$ cat config.mk
export PLATFORM = sky130hd
export DESIGN_NAME = mem_fill_arbiter
export DESIGN_NICKNAME = d
export VERILOG_FILES = /design/src/rtl/mem_fill_arbiter.sv
export SDC_FILE = /design/constraint.sdc
export NUM_CORES = 1
export LEC_CHECK = 0
export ABC_AREA = 1
export CORE_UTILIZATION = 42
export DETAILED_ROUTE_END_ITERATION = 10
export GPL_TIMING_DRIVEN = 0
export PLACE_DENSITY = 0.88
export SYNTH_ARGS = -nofsm -noshare
export SYNTH_HDL_FRONTEND = slang
export SYNTH_SLANG_ARGS = --single-unit
$ cat constraint.sdc
create_clock -name clk -period 1.75 [get_ports clk]
set_input_delay 0.35 -clock clk [delete_from_list [all_inputs] [get_ports clk]]
set_output_delay 0.35 -clock clk [all_outputs]
set_load 0.03 [all_outputs]
$ cat src/rtl/mem_fill_arbiter.sv
// mem_fill_arbiter: shares one main-memory port between I/D block fills and
// D-cache write-through stores; streams returned fill words into the caches.
module mem_fill_arbiter #(
   parameter int MEM_LATENCY = 4,
   parameter int WORDS       = 8,
   parameter int ADDR_W      = 16
) (
   input  logic              clk,
   input  logic              rst_n,
   input  logic              icache_miss,
   input  logic [ADDR_W-1:0] icache_miss_addr,
   input  logic              dcache_miss,
   input  logic [ADDR_W-1:0] dcache_miss_addr,
   input  logic              dcache_wr_req,
   input  logic [ADDR_W-1:0] dcache_wr_addr,
   input  logic [15:0]       dcache_wr_data,
   output logic              dcache_wr_ack,
   output logic              mem_en,
   output logic              mem_wr,
   output logic [ADDR_W-1:0] mem_addr,
   output logic [15:0]       mem_wdata,
   input  logic [15:0]       mem_rdata,
   input  logic              mem_rvalid,
   output logic [15:0]       fill_data,
   output logic [2:0]        fill_word,
   output logic              icache_fill_we,
   output logic              dcache_fill_we,
   output logic              icache_fill_done,
   output logic              dcache_fill_done,
   output logic              busy
);
   localparam int CW = $clog2(WORDS) + 1;

   if (WORDS != 8 || MEM_LATENCY < 1) begin : g_param_chk
      $error("mem_fill_arbiter: WORDS must be 8 and MEM_LATENCY >= 1");
   end

   typedef enum logic [1:0] {IDLE, WRITE, FILL, DONE} state_t;

   state_t            state_q;
   logic [CW-1:0]     issue_q, recv_q;
   logic              tgt_q;
   logic [ADDR_W-1:0] base_q, base_d;
   logic              grant_d, fill_ok;
   logic              mem_en_q, mem_wr_q, ack_q, idone_q, ddone_q;
   logic [ADDR_W-1:0] mem_addr_q;
   logic [15:0]       mem_wdata_q;

   // tgt_q doubles as last_grant: 0 = I-cache, 1 = D-cache
   assign grant_d = dcache_miss && (!icache_miss || !tgt_q);
   assign base_d  = (grant_d ? dcache_miss_addr : icache_miss_addr) & ~ADDR_W'(2 * WORDS - 1);

   always_ff @(posedge clk or negedge rst_n) begin
      if (!rst_n) begin
         state_q     <= IDLE;
         issue_q     <= '0;
         recv_q      <= '0;
         tgt_q       <= 1'b0;
         base_q      <= '0;
         mem_en_q    <= 1'b0;
         mem_wr_q    <= 1'b0;
         mem_addr_q  <= '0;
         mem_wdata_q <= '0;
         ack_q       <= 1'b0;
         idone_q     <= 1'b0;
         ddone_q     <= 1'b0;
      end else begin
         mem_en_q <= 1'b0;
         mem_wr_q <= 1'b0;
         ack_q    <= 1'b0;
         idone_q  <= 1'b0;
         ddone_q  <= 1'b0;
         case (state_q)
            IDLE: begin
               if (dcache_wr_req) begin
                  state_q     <= WRITE;
                  mem_en_q    <= 1'b1;
                  mem_wr_q    <= 1'b1;
                  mem_addr_q  <= dcache_wr_addr & ~ADDR_W'(1);
                  mem_wdata_q <= dcache_wr_data;
                  ack_q       <= 1'b1;
               end else if (dcache_miss || icache_miss) begin
                  state_q    <= FILL;
                  tgt_q      <= grant_d;
                  base_q     <= base_d;
                  mem_en_q   <= 1'b1;
                  mem_addr_q <= base_d;
                  issue_q    <= CW'(1);
               end
            end
            WRITE: state_q <= IDLE;
            FILL: begin
               if (issue_q < CW'(WORDS)) begin
                  mem_en_q   <= 1'b1;
                  mem_addr_q <= base_q | ADDR_W'({issue_q[CW-2:0], 1'b0});
                  issue_q    <= issue_q + 1'b1;
               end
               if (mem_rvalid) begin
                  recv_q <= recv_q + 1'b1;
                  if (recv_q == CW'(WORDS - 1)) begin
                     state_q <= DONE;
                     idone_q <= !tgt_q;
                     ddone_q <= tgt_q;
                  end
               end
            end
            default: begin
               issue_q <= '0;
               recv_q  <= '0;
               state_q <= IDLE;
            end
         endcase
      end
   end

   assign fill_ok          = (state_q == FILL) && mem_rvalid;
   assign icache_fill_we   = fill_ok && !tgt_q;
   assign dcache_fill_we   = fill_ok && tgt_q;
   assign fill_data        = fill_ok ? mem_rdata : 16'h0;
   assign fill_word        = recv_q[CW-2:0];
   assign busy             = state_q != IDLE;
   assign mem_en           = mem_en_q;
   assign mem_wr           = mem_wr_q;
   assign mem_addr         = mem_addr_q;
   assign mem_wdata        = mem_wdata_q;
   assign dcache_wr_ack    = ack_q;
   assign icache_fill_done = idone_q;
   assign dcache_fill_done = ddone_q;
endmodule
After elaboration in Yosys (flattened, before gate mapping)
Cells that the tools add are included.
Word-level totals
  memory bits (read-only): 0
  logic and storage cells: 74
  latch bits: 0
  input bits: 86
  output and inout bits: 59
  RAM bits: 0
  flip-flop bits (word level): 59
  memories kept: 0
Operators by class
  multipliers: 0
  order comparisons: 1
  multiplexer cells: 29
  div/mod/pow operators: 0
  equal/unequal tests: 9
  bitwise logic cells: 4
  reduce and logical (&&, ||, !) cells: 18
  add/subtract/negate cells: 2
  shifts and indexed selects: 0
Operator list (number)
  16-bit two-way mux: 5
  16-bit case mux with 2 select lines: 1
  4-bit two-way mux: 4
  16-bit by 4-bit OR with 16-bit output: 1
  4-bit case mux with 3 select lines: 1
  1-bit two-way mux: 11
  2-bit != test, second input constant: 5
  3-bit AND reduction: 3
  4-bit by 1-bit adder with 4-bit output, second input constant: 2
  2-bit two-way mux: 4
  4-bit case mux with 2 select lines: 1
  4-bit by 3-bit equality test with 1-bit output, second input constant: 1
  1-bit logical AND: 4
  4-bit < comparator, second input constant: 1
  2-bit case mux with 2 select lines: 1
  2-bit AND reduction: 2
  4-bit AND reduction: 1
  2-bit nonzero test: 2
  3-bit != test, second input constant: 1
  1-bit NOT: 3
  2-bit by 1-bit equality test with 1-bit output, second input constant: 1
  2-bit equality test, second input constant: 1
  1-bit zero test: 2
  2-bit zero test: 1
  other kinds (3): 4

Logic depth before layout (Yosys ltp)
Gate-level depths: netlist of run 1.
  depth after elaboration: 7
  gate-level depth with buffers: 8
  mapped depth without buffers: 7

Worst setup path before layout of run 1
Ideal clock, no wire load.
  path kind: flip-flop to output port
  start: register state_q[0]
  end: output dcache_fill_we
  data required time: 1400 ps
  stages on the path, launching flop included: 7
  arrival: 1341 ps
  path buffers: 1
  setup slack: 59 ps
  path through: dfrtp_1 -> inv_2 -> nand2_4 -> inv_2 -> nand2_1 -> buf_2 -> nor2_1
Between the ends
  word-level cells in the longest chain between the ends: 3
RTL lines
  start: declaration: RTL line 40  | state_t state_q;
  start signal: assignment: RTL line 55  | state_q <= IDLE;
  start signal: assignment: RTL line 76  | state_q <= WRITE;
  start signal: assignment: RTL line 83  | state_q <= FILL;
  2-bit equality test: RTL line 116  | assign fill_ok = (state_q == FILL) && mem_rvalid;
  1-bit logical AND: RTL line 116
  1-bit logical AND: RTL line 118  | assign dcache_fill_we = fill_ok && tgt_q;
  end: declaration: RTL line 27  | output logic dcache_fill_we,
Every way passes these cells.

Worst setup path after layout of run 1
  start: register state_q[0]
  end: output fill_data[13]
Between the ends
  word-level cells in the longest chain between the ends: 3
RTL lines
  2-bit equality test: RTL line 116
  1-bit logical AND: RTL line 116
  16-bit two-way mux: RTL line 119  | assign fill_data = fill_ok ? mem_rdata : 16'h0;
  end: declaration: RTL line 24  | output logic [15:0] fill_data,
Every way passes these cells.

==> impl_metrics.toml, run 1 <==
[logic_synthesis]
synth_cell_types = 26
ys_ff_latch = 58
yosysWarnings = 0
syn_area_mm2 = 0.00314
syn-num-nets = 525
ys_seq_area_share_pct = 46.2
post_synth_inst_count = 437
avgSynthCellArea_um2 = 7.19

[outcome]
violations = "negative setup slack"
outcome = "finished, violations left"

[clock_network]
cts_buffers = 9
clk_pin_slew_ps = 60
clk_latency_ps = 340
cts_htree_levels = 3
clockBufferDepth = 2
cts.sink_count = 58
cts_tree = "yes"
root_buffer = "clkbuf_8"

[global_route]
grt_overflow = 0
grtUsageTotal_pct = 24.6
grt_max_degree = 39
grt_pass1_vias = 3339
antenna_found_initial = 0
grt_pass1_wl_um = 14800

[detailed_routing]
drt_iter0_markers = 204
wl_per_cell_um = 14.2
vias = 3423
drc = 0
postRouteAntennaNets = 0
routed_via_density = 4.93
dr.pass1.iters = 5
drt_wl_total_um = 9840

[sta]
finalHoldViolCount = 0
fin_ws_ps = -120
rsz0062_at_grt = "yes"
period_minus_slack_ps = 1870
fin_worst_skew_ps = 5.88
clock.fmax_mhz = 535
drv_slew = 0
finalSetupViolCount = 19
whs_ps = 446
finalCritPeriodShare_pct = 107

[placement]
gp_congestion = 0.832
port_buffers = 132
place_hpwl_um = 6640
postPlaceCellArea_mm2 = 0.00460

[layout]
area_growth_pct = 62.8
nets = 680
drive_above_1_share_pct = 17.1
diodes = 0
fillCellCount = 540
stdcell_area_mm2 = 0.00511

[setup_path]
r2r_start = "state_q[0]"
path_max_fanout = 5
worstSetupEndpointType = "output port"
slowest_stage = "dfrtp_2"
r2r_end = "mem_addr[10]"
worstSetupPathType = "flop to output port"
cp-start-kind = "flop"
cpLargestDelayFamily = "buffers and inverters"
rr_worst_depth = 8
cpPeakStageDelay_ps = 420
rrSetupSlack_ps = 220
crit_required_ps = 1400
path_buf_inv = 4
worstPathArrival_ps = 1520
startpoint = "state_q[0]"
path_cells = "inv_2, nand2_4, inv_4, nand2_8, buf_8, nor2_4, buf_6"
cp_num_cells = 7

[hold_path]
min_path_cells = 4
min_from = "dcache_miss"
min_to = "base_q[5]"
hold_class = "primary input to flop"

[pwr]
ir_worst_vdd_mv = 0.800
p_per_area_mw_per_mm2 = 1710
p_leak_nw = 2.78
p_total_mw = 8.73

[flow_run]
cap_violations = 0

[floorplan]
initial_utilization_pct = 43.3
core_area_mm2 = 0.00725
placementRows = 31
dieArea_mm2 = 0.00783
io_pins = 145
die_x_um = 88.5
die-height_um = 88.5
-- metrics by stage --
stage                     worst slack, ps  setup TNS [ps]  util (%)  std cells
final                                -120           -1410      70.5        695
after global placement              -1390          -91030      63.2        668
after floorplan                      59.0               0         -        437
after CTS                           -14.2           -90.4      68.5        694
after global routing                 -142           -2200      70.5        695
after detailed placement             -619          -11120      63.4        669
-- tightest hold or removal path: cells and delay by family --
family	cells	cell delay [ps]
and+or+nand+nor	3	250
buffers and inverters	1	150
-- cells in the final DEF, fill, tap and decap left out, types with 3 or more instances in the layout --
cell,netlist,routed
a21oi_1,16,16
buf_2,9,9
buf_4,7,15
buf_6,5,24
clkbuf_1,3,5
clkbuf_8,0,10
clkdlybuf4s50_1,0,88
dfrtp_1,58,56
dlygate4sd2_1,0,6
dlymetal6s2s_1,0,18
inv_1,51,51
inv_2,4,3
nand2_1,152,151
nand3_1,45,45
nor2_1,50,32
nor2_4,2,19
o21ai_0,18,18
-- registers in the layout, indices dropped and copies added, names as in the netlist --
name / count
base_q: 12
dcache_fill_done: 1
dcache_wr_ack: 1
icache_fill_done: 1
issue_q: 4
mem_addr: 15
mem_en: 1
mem_wdata: 16
recv_q: 4
state_q: 2
tgt_q: 1
-- repair_timing --
action                     in CTS  in global routing
hold buffers                    1                  0
cloned                          2                  0
hold endpoints to repair       20                  0
buffers inserted                7                  1
setup endpoints to repair      24                 36
pin swaps                       0                  1
resized for setup             171                 37
-- report_power, final --
group / switching (mW) / leakage [nW] / internal, mW
logic: 3.12 / 1.96 / 2.09
clock network: 0.504 / 0.0962 / 0.684
registers: 0.382 / 0.725 / 1.95
-- cells by family after synthesis --
family                   count (synthesis)  share of synthesized area [%]
AND/OR/NAND/NOR                        259                           34.7
buffers and inverters                   79                           11.8
flip-flops                              58                           46.2
AO/OA/AOI/OAI                           37                           6.06
adder cells (fa/ha/maj)                  2                          0.797
XOR/XNOR                                 1                          0.279
other                                    1                          0.119
-- Yosys cell counts --
cell	instances	share of area, %
and3_1	1	0.20
nand3_1	45	7.2
a21oi_1	16	2.5
o21ai_0	18	2.9
conb_1	1	0.12
buf_4	7	1.7
nor2_2	1	0.20
nand2_4	2	0.72
xnor2_1	1	0.28
nand2_1	152	18
inv_1	51	6.1
nand3_2	1	0.32
nor2_1	50	6.0
inv_2	4	0.48
or2_2	1	0.20
buf_2	9	1.4
dfrtp_1	58	46
o21ai_2	1	0.28
nand2_2	2	0.40
clkbuf_1	3	0.36
nor3_2	2	0.64
ha_1	2	0.80
o22ai_1	1	0.20
nor2_4	2	0.72
o21ai_1	1	0.16
buf_6	5	1.8
-- layout make-up --
type	instances	area, um2	share of cell area [%]
Clock inverter	3	40.0	0.783
Inverter	55	209	4.09
Timing Repair Buffer	144	1490	29.2
Sequential cell	58	1450	28.4
Clock buffer	12	145	2.84
Buffer	24	185	3.62
Tap cell	99	124	2.42
Multi-Input combinational cell	300	1460	28.6
-- how the worst max path moves through the flow --
stage	end	slack (ps)
global route	fill_data[13]	-140
global placement	dcache_fill_done	-1390
CTS	fill_data[1]	-10
finish	fill_data[13]	-120
detailed placement	fill_data[6]	-620
floorplan	dcache_fill_we	60
-- routing by layer --
layer | wire length, um | part of all wire [%] | vias to the layer above | global-route usage (%)
met3 | 657 | 6.7 | 27 | 5.22
li1 | - | - | 1646 | -
met4 | 220 | 2.2 | 0 | 12.3
met2 | 5220 | 53 | 151 | 44.5
met1 | 3740 | 38 | 1599 | 27.3
met5 | 0 | 0 | - | 0
Note: power is estimated with default switching activity, not from simulation.
==> run 2, diff against run 1 <==
--- a/config.mk
+++ b/config.mk
@@ -6,6 +6,8 @@
 export NUM_CORES = 1
 export LEC_CHECK = 0
 export ABC_AREA = 1
+export CORE_ASPECT_RATIO = 1.5
+export CORE_MARGIN = 4
 export CORE_UTILIZATION = 42
 export DETAILED_ROUTE_END_ITERATION = 10
 export GPL_TIMING_DRIVEN = 0
==> impl_metrics.toml, run 2 (synthesis results as in run 1) <==
[clock_network]
cts_tree = "yes"
root_buffer = "clkbuf_8"
clockBufferDepth = 2
cts_buffers = 9
cts_htree_levels = 3
clk_latency_ps = 320
cts.sink_count = 58
clk_pin_slew_ps = 70

[global_route]
grtUsageTotal_pct = 22.2
antenna_found_initial = 0
grt_max_degree = 41
grt_overflow = 0
grt_pass1_wl_um = 15800
grt_pass1_vias = 3453

[detailed_routing]
met2_length_um = 5220
top_layer_used = "met4"
drt_wl_total_um = 9610
drt_iter0_markers = 169
routedLengthMet1_um = 3540
dr.pass1.iters = 4
dr_wl_met3_um = 607
postRouteAntennaNets = 0
vias = 3343
drc = 0
wl_per_cell_um = 13.8
routed_via_density = 4.79

[floorplan]
placementRows = 38
die-height_um = 114
io_pins = 145
core_area_mm2 = 0.00727
die_x_um = 78.6
initial_utilization_pct = 43.2
dieArea_mm2 = 0.00895

[placement]
gp_congestion = 0.894
pre_cts_ws_ps = -647
place_hpwl_um = 7120
dp.cells = 670
port_buffers = 132

[sta]
clock.fmax_mhz = 561
rsz0062_at_grt = "yes"
fin_ws_ps = -33.5
finalHoldViolCount = 0
drv_slew = 0
fin_worst_skew_ps = 7.32
period_minus_slack_ps = 1780
finalSetupViolCount = 17
finalCritPeriodShare_pct = 102

[outcome]
outcome = "finished, violations left"
violations = "negative setup slack"

[layout]
multi_input_area_mm2 = 0.00147
final_cells = 698
drive_above_1_share_pct = 17.6
nets = 681
area_growth_pct = 64.7
final_core_util_pct = 71.1
final_cell_mix = "nand2_1, clkdlybuf4s50_1, dfrtp_1"
diodes = 0
fillCellCount = 557
largest_register_ff_count = 16
seq_area_mm2 = 0.00145
mostFrequentLayoutCell = "nand2_1"

[pwr]
p_per_area_mw_per_mm2 = 1710
ir_worst_vdd_mv = 1.18
p_leak_nw = 2.80

[setup_path]
worstPathArrival_ps = 1430
worstSetupEndpointType = "output port"
crit_required_ps = 1400
slowest_stage = "dfrtp_2"
cpPeakStageDelay_ps = 410
worstSetupPathType = "flop to output port"
path_cells = "inv_2, nand2_4, inv_6, nand2_8, buf_12, nor2_4, buf_6"
path_max_fanout = 5
cp-start-kind = "flop"

[flow_run]
cap_violations = 0

[hold_path]
hold_class = "primary input to flop"
[run 2: cell count changes in the layout (fill, tap and decap cells not counted), sizes merged]
| cell | before | now |
|---|---|---|
| clkinvlp | 0 | 1 |
| bufinv | 1 | 2 |
| dlygate4sd2 | 6 | 8 |
| dlymetal6s2s | 18 | 17 |
| clkdlybuf4s50 | 88 | 87 |
| clkbuf | 15 | 14 |
| buf | 52 | 53 |
[run 2: final cells by class]
class	count	area share, %
repair buffers	145	29.1
multi-input cells	300	28.4
flip-flops and latches	58	28.1
inverters	55	4.09
plain buffers	24	3.68
clock buffers	11	2.73
well taps	100	2.42
clock inverters	5	1.50
[run 2: worst max-delay path: cells and delay by family (launching register included)]
kind | cells | cell delay (ps)
buffers and inverters | 4 | 460
flip-flops | 1 | 410
AND/OR/NAND/NOR | 3 | 230
[run 2: power breakdown]
group	internal (mW)	switching, mW	leakage [nW]	total [mW]
sequential	1.95	0.369	0.725	2.32
combinational	2.11	3.08	1.96	5.19
clock	0.836	0.518	0.109	1.35
total	4.90	3.97	2.80	8.87
[run 2: final timing paths]
path | from | cells after the start | end | slack [ps]
setup reg to reg | state_q[0] | 6 | base_q[13] | 250
min in group asynchronous | rst_n | 2 | mem_wdata[9] | 510
max in group asynchronous | rst_n | 3 | state_q[1] | 650
hold reg to reg | mem_wdata[12] | 2 | mem_wdata[12] | 480
hold / removal | dcache_miss | 4 | base_q[4] | 470
setup / recovery | state_q[0] | 7 | fill_data[2] | -30
[run 2: per-stage QoR]
stage / setup TNS [ps] / instance area [um2] / hold slack (ps) / total power [mW]
4_1_cts: -290 / 5070 / 434 / 8.81
3_3_place_gp: -94660 / 4590 / 461 / 6.89
5_1_grt: -1330 / 5170 / 482 / 9.48
3_5_place_dp: -11400 / 4600 / 315 / 7.04
6_report: -277 / 5170 / 467 / 8.87
2_1_floorplan: 0 / 3140 / 54.4 / 5.27
[run 2: timing repair]
item,4_1_cts,5_1_grt
hold endpoints to repair,18,0
setup buffers,6,3
cloned,2,0
hold buffers,1,0
gates resized for setup,185,24
endpoints found under the setup margin,26,35
[run 2: routing by layer]
layer	track usage, %	vias to the layer above
met3	4.03	19
met5	0	-
met2	41.2	150
met1	24.3	1528
li1	-	1646
met4	9.33	0
==> run 3, diff against run 2 <==
--- a/config.mk
+++ b/config.mk
@@ -10,6 +10,7 @@
 export CORE_MARGIN = 4
 export CORE_UTILIZATION = 42
 export DETAILED_ROUTE_END_ITERATION = 10
+export GPL_ROUTABILITY_DRIVEN = 1
 export GPL_TIMING_DRIVEN = 0
 export PLACE_DENSITY = 0.88
 export SYNTH_ARGS = -nofsm -noshare
==> results of run 3 <==
No change in the layout: final DEF, timing and power equal those of run 2.
==> edit 1, RTL diff (flow settings as in run 2) <==
Encoding of `state_t`: now one-hot (4 bits for 4 states).
--- a/src/rtl/mem_fill_arbiter.sv
+++ b/src/rtl/mem_fill_arbiter.sv
@@ -35,7 +35,7 @@
       $error("mem_fill_arbiter: WORDS must be 8 and MEM_LATENCY >= 1");
    end
 
-   typedef enum logic [1:0] {IDLE, WRITE, FILL, DONE} state_t;
+   typedef enum logic [3:0] {IDLE = 4'b0001, WRITE = 4'b0010, FILL = 4'b0100, DONE = 4'b1000} state_t;
 
    state_t            state_q;
    logic [CW-1:0]     issue_q, recv_q;
Formal check against the unedited RTL: same outputs for any inputs over 4 cycles, from zero or initial values and one cycle with rst_n low; so few cycles prove little.
==> edit 1 against run 2 <==
The flow still finishes with violations (negative setup slack). Cell area increased by 7.4%. Setup slack got worse by 0.13 ns. Area after synthesis increased by 9.4%. Wire length increased by 9.8%. Power decreased by 3.9%. Count of clock-buffer cells in the layout increased by 5. Sequential cell count increased by 2. Clock skew decreased by 0.0017 ns.
==> edit 1: results (changes against run 2) <==
Status - complete, but fails checks
Violated checks - negative setup slack
Unique masters post-synth - 35 (+35%)
Worst-path clk slew - 0.05 ns (-0.02 ns)
Vias in the first global route - 3557 (+3.0%)
First-pass GRT wire length - 16200 um (+2.6%)
Mapped Nets - 545 (+3.8%)
Hold Worst Slack - 0.335 ns (-0.132 ns)
List of most frequent post-synthesis cells - nand2_1 (164), nand3_1 (60), dfrtp_1 (59)
Cell count of the worst hold path - 4 (unchanged)
Critical Path AT - 1.56 ns (+0.13 ns)
Layout fillers - 585 (+5.0%)
Cells after Synth - 457 (+4.6%)
Fraction of registers with async set/reset - 100% (unchanged)
Worst path slowest cell - dfrtp_1
Seq cells post-synth - 60 (+3.4%)
Layout clock area frac - 4.89% (+0.65 points)
Storage element area - 1510 um^2 (+3.5%)
Buffers, non-clock - 175 (+3.6%)
Vias per cell - 4.80 (+0.27%)
Nets@finish - 706 (+3.7%)
Met3 Wirelength - 655 um (+7.9%)
DRT iter0 DRCs - 243 (+44%)
Yosys warns - 0 (unchanged)
R2R depth - 8 (+2)
# setup viols final - 18 (+1)
Leading post-synthesis cells by cell area - dfrtp_1 (43%), nand2_1 (18%), nand3_1 (8.7%)
Layout cell share with drive strength beyond 1 - 20.4% (+2.8 points)
Overall routing resource usage - 21.8% (-0.42 points)
Area of the multi-input gates - 1730 um^2 (+18%)
Leakage Power - 0.00289 uW (+3.2%)
Post-detail-place hpwl - 7600 um (+6.7%)
Hold path start - dcache_wr_req
Pre-CTS setup slack - -0.674 ns (-0.0263 ns)
Reg2reg setup slack - 0.08 ns (-0.17 ns)
End of the worst hold path - state_q[0]$_DFFE_PN1P_
Post-Layout Cell Count - 728 (+4.3%)
Drt total wl - 10600 um (+9.8%)
Slowest cell delay on critical path - 0.39 ns (-0.02 ns)
Met2 WL - 5870 um (+13%)
Setup_tns - -2.45 ns (-2.17 ns)
Setup slack after layout - -0.165 ns (-0.131 ns)
Clock skew - 0.00559 ns (-0.00173 ns)
Tap Count - 105 (+5.0%)
Peak supply drop - 793 uV (-33%)
Area post-placement - 4900 um^2 (+6.6%)
CLK BUF - 16 (+5)
Worst reg2reg endpoint - mem_wdata[3]$_DFFE_PN0P_
Fraction of area in multi-input gates - 31.2% (+2.8 points)
CP top delay family - buffers and inverters
Hold Path Class - input port to flip-flop
Critical R2R Launch - state_q[2]$_DFFE_PN0P_
RePlAce Congestion - 0.821 (-8.1%)
Sequential fraction of the synthesis area - 43.7% (-2.5 points)
DP Cell Count - 695 (+3.7%)
Multi-In Gates - 319 (+6.3%)
Root Driver - clkbuf_16
NonClk Buf Share - 30.8% (-1.9 points)
Logic inverters - 53 (-3.6%)
WL met1 - 3680 um (+3.9%)
==> edit 1: cell count changes in the layout (fill, tap and decap cells not counted), moves of 13 or more <==
cell,change
a21oi_1,-16
nor2_1,-22
nand3_1,+15
o21ai_0,-16
clkdlybuf4s50_1,+13
==> edit 1: repair_timing <==
item | CTS | global route
resized for setup | 161 | 42
pin swaps | 6 | 4
hold buffers | 1 | 0
endpoints found under the hold margin | 20 | 0
setup buffers | 11 | 3
endpoints found under the setup margin | 24 | 31
cloned | 1 | 1
==> edit 1: worst max path at each step <==
stage,startpoint,end,slack [ns]
after floorplan,state_q[1]$_DFFE_PN0P_,dcache_fill_we,-0.08
after global placement,rst_n,mem_en$_DFF_PN0_,-1.43
after detailed placement,state_q[1]$_DFFE_PN0P_,fill_data[9],-0.67
after CTS,state_q[3]$_DFFE_PN0P_,fill_data[13],-0.12
after global routing,state_q[2]$_DFFE_PN0P_,fill_data[7],-0.20
final,state_q[2]$_DFFE_PN0P_,fill_data[7],-0.16
==> edit 1: worst register-to-register path, delay by kind of cell, from the launching register on <==
kind	cells	cell delay, ns
simple gates	4	0.45
flops	1	0.40
buf+inv	4	0.69
==> edit 1: logic make-up after synthesis <==
family / Yosys count / synth area share (%)
mux: 1 / 0.291
flops: 60 / 43.7
compound gates: 28 / 6.70
other cells: 1 / 0.109
buf+inv: 78 / 10.6
fa+ha+maj: 2 / 0.728
simple gates: 285 / 37.3
xor+xnor: 2 / 0.510
==> edit 1: power breakdown <==
group	total, uW	switching (uW)	internal, uW
combinational	4560	2740	1820
sequential	2360	378	1980
clock	1600	562	1030
total	8520	3690	4840
==> edit 1: per-layer routing <==
metal | up-vias | GRT usage (%)
li1 | 1730 | -
met5 | - | 0
met4 | 0 | 11.6
met1 | 1612 | 21.8
met2 | 128 | 39.8
met3 | 26 | 4.80
==> edit 2, RTL diff (flow settings as in run 2) <==
Without the edit above. The parameter `ADDR_W` goes from 16 to 15.
--- a/src/rtl/mem_fill_arbiter.sv
+++ b/src/rtl/mem_fill_arbiter.sv
@@ -3,7 +3,7 @@
 module mem_fill_arbiter #(
    parameter int MEM_LATENCY = 4,
    parameter int WORDS       = 8,
-   parameter int ADDR_W      = 16
+   parameter int ADDR_W      = 15
 ) (
    input  logic              clk,
    input  logic              rst_n,
Ports: changed (resized dcache_miss_addr, dcache_wr_addr, icache_miss_addr and mem_addr); port bits go from 145 to 141. No check against the original RTL was run, so the function may have changed too.
==> edit 2 against run 2 <==
The run still ends with negative setup slack left. Largest power group unchanged. Wire length shrank 1.4%. Largest cell class unchanged. Die area shrank 3.0%. Sequential share of layout area grew 0.87 points. Core utilization shrank 1.4 points. Power shrank 16%. Clock skew grew 0.0046 ns. Count of clock-buffer cells in the layout shrank 6. Critical path depth shrank 1. Setup slack lost 0.037 ns. Cell area shrank 6.4%. Area after synthesis shrank 3.3%. Sequential cell count shrank 2.
==> edit 2: results (changes against run 2) <==
CP top delay family - flip-flops
Hold path start - mem_wdata[8]$_DFFE_PN0P_
Unique masters post-synth - 27 (+3.8%)
Buffers, non-clock - 162 (-4.1%)
Sink Count - 56 (-3.4%)
Vias per cell - 4.96 (+3.6%)
Critical path endpoint - fill_data[14]
Layout cell share with drive strength beyond 1 - 16.6% (-0.98 points)
RePlAce Congestion - 0.844 (-5.5%)
Met2 WL - 5060 um (-3.0%)
Multi-In Gates - 273 (-9.0%)
Die width - 77.4 um (-1.5%)
Fraction of area in multi-input gates - 28.5% (+0.14 points)
Layout fillers - 525 (-5.7%)
Reg2reg setup slack - 0.14 ns (-0.11 ns)
Status - complete, but fails checks
Peak supply drop - 946 uV (-20%)
Layout clock area frac - 2.30% (-1.9 points)
Reg power frac - 30.6% (+4.4 points)
WL met1 - 3530 um (-0.17%)
Leading post-synthesis cells by cell area - dfrtp_1 (46%), nand2_1 (16%), inv_1 (7.3%)
Post_cts resized - 181 (-2.2%)
Pre-antenna DRT Iters - 5 (+1)
Pre-CTS setup slack - -0.546 ns (+0.102 ns)
Comb power - 4330 uW (-17%)
Mapped Avg Cell Area - 7.35 um^2 (+2.3%)
Worst reg2reg endpoint - base_q[5]$_DFFE_PN0P_
Sequential fraction of the synthesis area - 46.1% (-0.068 points)
Met3 Wirelength - 758 um (+25%)
List of most frequent post-synthesis cells - nand2_1 (129), inv_1 (59), dfrtp_1 (56)
Leakage Power - 0.00251 uW (-10%)
Overall routing resource usage - 22.1% (-0.036 points)
Final Total Pwr - 7460 uW (-16%)
Cell count of the worst hold path - 2 (-2)
Worst-path clk slew - 0.09 ns (+0.02 ns)
NonClk Buf Share - 33.3% (+0.60 points)
Vias in the first global route - 3365 (-2.5%)
Post-Layout Inst Area - 4840 um^2 (-6.4%)
Violated checks - negative setup slack
Hold Path Class - flip-flop to flip-flop
Logic inverters - 62 (+13%)
Port buffer count - 129 (-2.3%)
Nets@finish - 645 (-5.3%)
Setup_tns - -0.814 ns (-0.537 ns)
Mapped Nets - 498 (-5.1%)
DRT iter0 DRCs - 293 (+73%)
DP Cell Count - 621 (-7.3%)
# setup viols final - 18 (+1)
End of the worst hold path - mem_wdata[8]$_DFFE_PN0P_
Drt total wl - 9470 um (-1.4%)
Drt wl/cell - 14.8 um (+7.7%)
Pint - 4110 uW (-16%)
Slowest cell delay on critical path - 0.44 ns (+0.03 ns)
Postcts setup bufs - 5 (-1)
Hold Worst Slack - 0.486 ns (+0.0190 ns)
Num CTS Buffers - 5 (-4)
Clock skew - 0.0119 ns (+0.00460 ns)
Setup slack after layout - -0.0708 ns (-0.0372 ns)
[edit 2: cell types whose count changed after synthesis, sizes merged, moves of 2 or more]
cell / before / now
nand4: 0 / 3
inv: 55 / 62
nand2: 156 / 134
clkbuf: 3 / 1
nand3: 46 / 44
a21oi: 16 / 14
o21ai: 20 / 23
dfrtp: 58 / 56
nor2: 53 / 44
[edit 2: layer usage]
| metal | track usage (%) | up-vias |
|---|---|---|
| met5 | 0 | - |
| met4 | 5.11 | 0 |
| met3 | 5.94 | 15 |
| met2 | 41.2 | 151 |
| met1 | 24.8 | 1449 |
| li1 | - | 1557 |
[edit 2: logic make-up (layout without fill, tap and decap cells)]
logic type               Yosys count  count (layout)  share of synthesized area (%)
adder cells (fa/ha/maj)            2               2                          0.824
multiplexers                       1               1                          0.330
AO/OA/AOI/OAI                     38              38                           6.30
buffers and inverters             84             232                           13.3
XOR/XNOR                           2               2                          0.577
other                              1               1                          0.123
flip-flops                        56              56                           46.1
AND/OR/NAND/NOR                  229             229                           32.4
